## config.mk

```make
export PLATFORM = sky130hd
export DESIGN_NAME = uart_tx_arbiter
export DESIGN_NICKNAME = d
export VERILOG_FILES = /design/src/rtl/uart_tx_arbiter.sv
export SDC_FILE = /design/constraint.sdc
export NUM_CORES = 1
export LEC_CHECK = 0
export BUFFER_PORTS_ARGS = -buffer_cell sky130_fd_sc_hd__buf_4
export CAP_MARGIN = 10
export CORE_UTILIZATION = 48
export DETAILED_ROUTE_END_ITERATION = 8
export GPL_TIMING_DRIVEN = 0
export PLACE_DENSITY = 0.82
export SLEW_MARGIN = 20
export SYNTH_ARGS = -nofsm -noshare
export SYNTH_HDL_FRONTEND = slang
export SYNTH_SLANG_ARGS = --single-unit
```

## constraint.sdc

```tcl
create_clock -name clk -period 3.3 [get_ports clk]
set_clock_uncertainty 0.05 [all_clocks]
set_input_delay 0.495 -clock clk [delete_from_list [all_inputs] [get_ports clk]]
set_output_delay 0.495 -clock clk [all_outputs]
set_load 0.03 [all_outputs]
```

## src/rtl/uart_tx_arbiter.sv

```systemverilog
// ---------------------------------------------------------------------------
// uart_tx_arbiter
//   Shares one UART transmitter among N_REQ byte producers. Requests are
//   arbitrated round-robin; each grant issues a single tx_start pulse, frame
//   completion is taken from the falling edge of tx_busy, and an idle guard
//   time is inserted between frames. A start that never raises tx_busy is
//   reported on err after START_TO cycles.
//
//   Optional build macro: UART_ARB_PRIO0_EN
//     defined   - requester 0 has fixed top priority, others rotate
//     undefined - pure round-robin across all requesters
//
//   Ports
//     clk       system clock
//     rst       synchronous active-low reset
//     req       per-requester level request
//     req_data  byte of requester i at [8i+7:8i], stable while req[i] high
//     gnt       one-cycle pulse, requester's byte has been latched
//     done      one-cycle pulse, requester's frame finished (or timed out)
//     err       one-cycle pulse, tx_busy never rose after tx_start
//     owner     index of the current or last granted requester
//     arb_busy  high whenever the arbiter is not idle
//     tx_start  one-cycle start pulse to the transmitter
//     tx_data   byte to the transmitter, held from grant to return to idle
//     tx_busy   transmitter busy flag
// ---------------------------------------------------------------------------
module uart_tx_arbiter #(
    parameter int N_REQ     = 4,
    parameter int GUARD_CYC = 16,
    parameter int START_TO  = 8
) (
    input  logic                       clk,
    input  logic                       rst,
    input  logic [N_REQ-1:0]           req,
    input  logic [8*N_REQ-1:0]         req_data,
    output logic [N_REQ-1:0]           gnt,
    output logic [N_REQ-1:0]           done,
    output logic                       err,
    output logic [$clog2(N_REQ)-1:0]   owner,
    output logic                       arb_busy,
    output logic                       tx_start,
    output logic [7:0]                 tx_data,
    input  logic                       tx_busy
);

    localparam int OW   = $clog2(N_REQ);
    localparam int CMAX = (GUARD_CYC > START_TO) ? GUARD_CYC : START_TO;
    localparam int CW   = $clog2(((CMAX > 1) ? CMAX : 1) + 1);

    localparam logic [N_REQ-1:0] ONE_HOT = {{(N_REQ-1){1'b0}}, 1'b1};

`ifdef UART_ARB_PRIO0_EN
    localparam logic PRIO0_EN = 1'b1;
`else
    localparam logic PRIO0_EN = 1'b0;
`endif

    typedef enum logic [1:0] {
        ST_IDLE      = 2'd0,
        ST_WAIT_BUSY = 2'd1,
        ST_WAIT_DONE = 2'd2,
        ST_GUARD     = 2'd3
    } state_t;

    state_t          state_r;
    logic [OW-1:0]   ptr_r;
    logic [CW-1:0]   cnt_r;

    logic [OW-1:0]   win_s;
    logic            found_s;
    logic [OW-1:0]   cand_s;

    // Winner search: first set request scanning upward from ptr+1 with wrap.
    // With the priority build, requester 0 preempts and is skipped in the scan.
    always_comb begin
        win_s   = '0;
        found_s = 1'b0;
        cand_s  = '0;
        if (PRIO0_EN && req[0]) begin
            found_s = 1'b1;
            win_s   = '0;
        end else begin
            for (int k = 1; k <= N_REQ; k++) begin
                cand_s = OW'((int'(ptr_r) + k) % N_REQ);
                if (!found_s && req[cand_s] && (!PRIO0_EN || (cand_s != '0))) begin
                    found_s = 1'b1;
                    win_s   = cand_s;
                end
            end
        end
    end

    // Arbiter FSM with registered outputs; pulses default low every cycle.
    always_ff @(posedge clk) begin
        if (!rst) begin
            state_r  <= ST_IDLE;
            ptr_r    <= OW'(N_REQ - 1);
            cnt_r    <= '0;
            gnt      <= '0;
            done     <= '0;
            err      <= 1'b0;
            tx_start <= 1'b0;
            tx_data  <= 8'h00;
            owner    <= '0;
            arb_busy <= 1'b0;
        end else begin
            gnt      <= '0;
            done     <= '0;
            err      <= 1'b0;
            tx_start <= 1'b0;
            case (state_r)
                ST_IDLE: begin
                    if (found_s) begin
                        gnt      <= ONE_HOT << win_s;
                        tx_start <= 1'b1;
                        tx_data  <= req_data[{win_s, 3'b000} +: 8];
                        owner    <= win_s;
                        arb_busy <= 1'b1;
                        cnt_r    <= CW'(START_TO);
                        state_r  <= ST_WAIT_BUSY;
                        // Requester 0 in the priority build does not move the rotation
                        if (!PRIO0_EN || (win_s != '0)) begin
                            ptr_r <= win_s;
                        end else begin
                            ptr_r <= ptr_r;
                        end
                    end else begin
                        arb_busy <= 1'b0;
                    end
                end
                ST_WAIT_BUSY: begin
                    if (tx_busy) begin
                        state_r <= ST_WAIT_DONE;
                    end else if (cnt_r <= CW'(1)) begin
                        // Transmitter never acknowledged: close the frame with err
                        err  <= 1'b1;
                        done <= ONE_HOT << owner;
                        if (GUARD_CYC == 0) begin
                            state_r  <= ST_IDLE;
                            arb_busy <= 1'b0;
                        end else begin
                            cnt_r   <= CW'(GUARD_CYC);
                            state_r <= ST_GUARD;
                        end
                    end else begin
                        cnt_r <= cnt_r - CW'(1);
                    end
                end
                ST_WAIT_DONE: begin
                    if (!tx_busy) begin
                        done <= ONE_HOT << owner;
                        if (GUARD_CYC == 0) begin
                            state_r  <= ST_IDLE;
                            arb_busy <= 1'b0;
                        end else begin
                            cnt_r   <= CW'(GUARD_CYC);
                            state_r <= ST_GUARD;
                        end
                    end else begin
                        state_r <= ST_WAIT_DONE;
                    end
                end
                ST_GUARD: begin
                    // Last guard cycle: become idle so the next edge can grant
                    if (cnt_r <= CW'(1)) begin
                        cnt_r    <= '0;
                        state_r  <= ST_IDLE;
                        arb_busy <= 1'b0;
                    end else begin
                        cnt_r <= cnt_r - CW'(1);
                    end
                end
                default: begin
                    state_r  <= ST_IDLE;
                    arb_busy <= 1'b0;
                end
            endcase
        end
    end

endmodule

```

* Yosys cells after proc, flatten, opt, wreduce, memory -nomap -nowiden
Cells that the tools add are included.
** Word-level totals
- Register bits after elaboration :: 30
- Bits of input ports :: 39
- Output and inout port bits :: 21
- Word-level logic and storage cells :: 84
** Operators by class
- $add $sub $neg :: 5
- Magnitude comparators :: 5
- Equality and inequality tests :: 8
- Shifts and indexed selects :: 3
- Multiplexer cells :: 36
- Bitwise logic cells :: 2
- Reduce and logical (&&, ||, !) cells :: 15
** Operator list (count)
- variable part select 32 x 6 -> 8 bit :: 1
- 2-to-1 mux 5 bit :: 5
- case mux 5 bit (4 select lines) :: 1
- 2-to-1 mux 2 bit :: 8
- less-than comparator 2 x 3 -> 1 bit, second input constant :: 4
- 2-to-1 mux 1 bit :: 12
- 2-to-1 mux 4 bit :: 3
- AND reduction 3 bit :: 3
- binary-select mux 1 bit (select 2 bit) :: 4
- inequality test 2 bit, second input constant :: 4
- case mux 2 bit (4 select lines) :: 1
- case mux 4 bit (2 select lines) :: 1
- << shifter 1 x 2 -> 4 bit, first input constant :: 2
- AND reduction 2 bit :: 3
- less-or-equal comparator 5 x 1 -> 1 bit, second input constant :: 1
- subtractor 5 x 1 -> 5 bit, second input constant :: 1
- adder 2 x 1 -> 2 bit, second input constant :: 2
- adder 2 bit, second input constant :: 2
- == test 2 bit, second input constant :: 2
- logical AND 1 bit :: 3
- zero test 1 bit :: 3
- inequality test 3 bit, second input constant :: 1
- OR reduction 3 bit :: 1
- == test 2 x 1 -> 1 bit, second input constant :: 1
- other kinds (4) :: 5

* Depth between registers and ports, before layout
- Depth after elaboration :: 15
- Mapped depth :: 7
- Mapped depth without buffers :: 7

* Worst setup path before layout
Ideal clock, no wire load.
- Path kind :: reg2reg
- From :: register state_r[0]
- To :: register cnt_r[3]
- Library setup time :: 0.132 ns
- Data arrival time :: 1.434 ns
- Required time :: 3.118 ns
- Slack :: 1.684 ns
- Stages on the path, launching flop included :: 8
- Path buffers :: 0
- Clock period less this slack :: 1.616 ns
- Path through :: dfxtp_1 inv_1 ha_1 o21a_1 a21oi_2 o21ai_0 a21oi_1 nor3_1
** On the way
- Cells in the longest elaborated chain, start to end :: 3
- Elaborated cells on any way between the ends :: 9
- Classes of those cells :: eq/ne: 6; mux: 1; reduce/logical: 2
** Ends and longest elaborated chain
- from (decl) :: RTL line 65 : state_t state_r;
- from (signal assigned) :: RTL line 96 : state_r <= ST_IDLE;
- from (signal assigned) :: RTL line 120 : state_r <= ST_WAIT_BUSY;
- from (signal assigned) :: RTL line 133 : state_r <= ST_WAIT_DONE;
- == test 2 x 1 -> 1 bit, or another cell as far along :: RTL line 111 : case (state_r)
- inequality test 2 bit (no line)
- AND reduction 3 bit (no line)
- to (signal assigned) :: RTL line 119 : cnt_r <= CW'(START_TO);
- to (signal assigned) :: RTL line 142 : cnt_r <= CW'(GUARD_CYC);
- to (signal assigned) :: RTL line 146 : cnt_r <= cnt_r - CW'(1);
- to (decl) :: RTL line 67 : logic [CW-1:0] cnt_r;
Parallel ways exist; a longest one is shown, timed or not.
A chain may end at the register's enable or synchronous reset.

* Final worst setup path
Same ends and word-level chain as after synthesis.

==> run summary <==
Outcome = finished, violations left
Failing checks = design-rule violations
Slew Limit Fails = 0
Arrival time at the worst endpoint = 1.99 ns
CTS tree = done
Wire per inst = 12.0 microns
Post-synth EDFFs = 0
Vias = 1384
Setup-failing EPs final = 0
Diodes inserted = 0
Final std cells w/o fill = 274
Worst hold slack = 0.321 ns
Die Y = 58.4 microns
Area of the mapped netlist = 1530 sq um
Synth Net Count = 209
Mux share of post-synthesis cell area = 13.7%
DRC = 1
RSZ-0062 raised after global routing = no
Routed WL = 3290 microns
Clk pin slew, worst setup/hold paths = 0.09 ns
Cells after DPL = 266
Io pins = 60
Post-layout min period = 1.84 ns
Hold Buf Count CTS = 0
Complex-gate fraction of the synthesized area = 17.0%
Crit path required time = 3.45 ns
# Max-Cap Violations = 0
Sequential area share after synthesis = 39.3%
Power Total = 0.00184 W
Mean post-synth cell area = 9.38 sq um
Post-cts sizing count = 0
Synth Area in XOR/XNOR = 1.15%
Synth Area in Adders = 5.73%
Vias in the first global route = 1211
Total GRT Usage = 20.6%
Top FF cell, synth = dfxtp_1
Die ar. = 3420 sq um
Final worst slack = 1.46 ns
Synth unique cells = 40
Leak = 0.971 nW
Main combinational cell family by area after synthesis = simple AND/OR/NAND/NOR gates
CP Capture Type = flip-flop
Nets = 275
Layout area overhead = 36.5%
Post-CTS Repair Setup Buffers = 0
Crit path launch type = flip-flop
Max FO, Critical Path = 9
Fin. Hold Viols = 0
Rows = 20
Least-Margin Pin Slew = 0.548 ns
Clk_lat worst skew = 0.32 ns
Power Density = 882 nW/um^2
DR pass1 iterations = 6
Largest net degree at the start of global routing = 11
Total grt overflow = 0
Die Wd = 58.4 microns
Dpl ws = 1.36 ns
Peak Freq = 0.542 GHz
Placer Congestion = 0.774
Hold Path Class = in2reg
Share of layout cells above drive strength 1 = 33.0%
Detailed-route vias per instance = 5.05
Yosys Warn Count = 0
Relative slew margins = 63.2%
Initial Utilization = 50.5%
Setup CP Type = reg2reg
HPWL Detailed = 2560 microns
Global-route wire length before repair = 5290 microns
PortBufs = 59
Simple-Gate Fraction of Synth Area = 18.9%
Seq cells post-synth = 30
Post-DRT Antenna Nets = 0
Aggregate negative setup slack = 0 ns
Final period util = 55.9%
Initial antenna violation count = 0
Clock Path Buffers = 2
Clock sinks = 30
VDD IR-drop max = 0.471 mV
Core box area = 3030 sq um
Asr flop ratio synth = 0%
Post-Syn Instances = 163
Initial DRC count = 50
H-tree depth = 2
# fillers = 252
CTS Buf Count = 5
CTS root buf = clkbuf_4
[through the flow]
step                      util [%]  cell area (sq um)
after floorplan                  -               1530
after global placement        66.9               2030
after detailed placement      66.9               2030
after CTS                     68.9               2090
after global routing          68.9               2090
final                         68.9               2090
[path summary, 6_finish.rpt]
kind,startpoint,depth (start not counted),end,slack (ns)
worst max register to register,state_r[0],7,cnt_r[3],1.46
worst min-delay path,tx_busy,2,err,0.32
worst max-delay path,state_r[0],7,cnt_r[3],1.46
worst min register to register,owner[1],2,done[2],0.44
[final cells by class]
class | count | area (sq um) | share of cell area [%]
Sequential cell | 30 | 601 | 28.8
Timing Repair Buffer | 59 | 443 | 21.2
Clock inverter | 1 | 5.00 | 0.240
Inverter | 8 | 30.0 | 1.44
Clock buffer | 7 | 55.1 | 2.64
Tap cell | 44 | 55.1 | 2.64
Buffer | 4 | 33.8 | 1.62
Multi-Input combinational cell | 121 | 865 | 41.4
[layer usage]
| layer | track usage (%) | up-vias | wire length, microns |
|---|---|---|---|
| met5 | 0 | - | 0 |
| met4 | 7.14 | 0 | 42 |
| met2 | 33.8 | 34 | 1620 |
| met3 | 6.37 | 6 | 142 |
| met1 | 25.8 | 630 | 1490 |
| li1 | - | 714 | - |
[flip-flops by register name, indices dropped and copies added (netlist names)]
| name | cells |
|---|---|
| arb_busy | 1 |
| cnt_r | 5 |
| done | 4 |
| err | 1 |
| gnt | 4 |
| owner | 2 |
| ptr_r | 2 |
| state_r | 2 |
| tx_data | 8 |
| tx_start | 1 |
[report_power, final]
part           leakage (nW)  internal (W)  switching (W)
combinational         0.689      0.000437       0.000588
clock                0.0353      0.000103       0.000122
sequential            0.246      0.000489       0.000101
[cell families (layout without fill, tap and decap cells)]
family | after synthesis | count (layout)
AOI/OAI and AO/OA | 34 | 34
xor gates and xnor gates | 2 | 2
adders and majority gates | 7 | 7
buffers and inverters | 12 | 79
DFF | 30 | 30
muxes | 21 | 21
and+or+nand+nor | 57 | 57
[worst max-delay path, cell delays in order (launching register included)]
cell and delay [ns]:
dfxtp_1 0.42, inv_1 0.12, ha_1 0.26, o21a_1 0.19, a21oi_2 0.33, o21ai_0 0.16, a21oi_1 0.14, nor3_1 0.06
[synthesized netlist by cell type (2+ instances only)]
cell type | n | area, sq um
dfxtp_1 | 30 | 601
mux2i_1 | 21 | 210
nor2_1 | 18 | 67.6
nand2_1 | 15 | 56.3
inv_1 | 8 | 30.0
o221ai_1 | 8 | 70.1
a21oi_1 | 7 | 35.0
ha_1 | 7 | 87.6
nor3_1 | 5 | 25.0
nand2b_1 | 3 | 18.8
a211oi_1 | 2 | 15.0
a21oi_2 | 2 | 17.5
and3_1 | 2 | 12.5
buf_6 | 2 | 22.5
nand3_1 | 2 | 10.0
nor2b_1 | 2 | 12.5
nor3b_1 | 2 | 15.0
o21a_1 | 2 | 15.0
o21ai_0 | 2 | 10.0
o21ai_1 | 2 | 10.0
o31a_1 | 2 | 17.5
[cells in the final DEF, fill, tap and decap left out, drive strengths merged, types with 2 or more instances in the layout]
master	instances
a211oi	2
a21oi	9
and3	2
buf	62
clkbuf	8
dfxtp	30
ha	7
inv	8
mux2i	21
nand2	16
nand2b	4
nand3	2
nor2	19
nor2b	2
nor3	5
nor3b	2
nor4	2
o21a	2
o21ai	4
o221ai	9
o31a	2
Note: power is estimated with default switching activity, not from simulation.
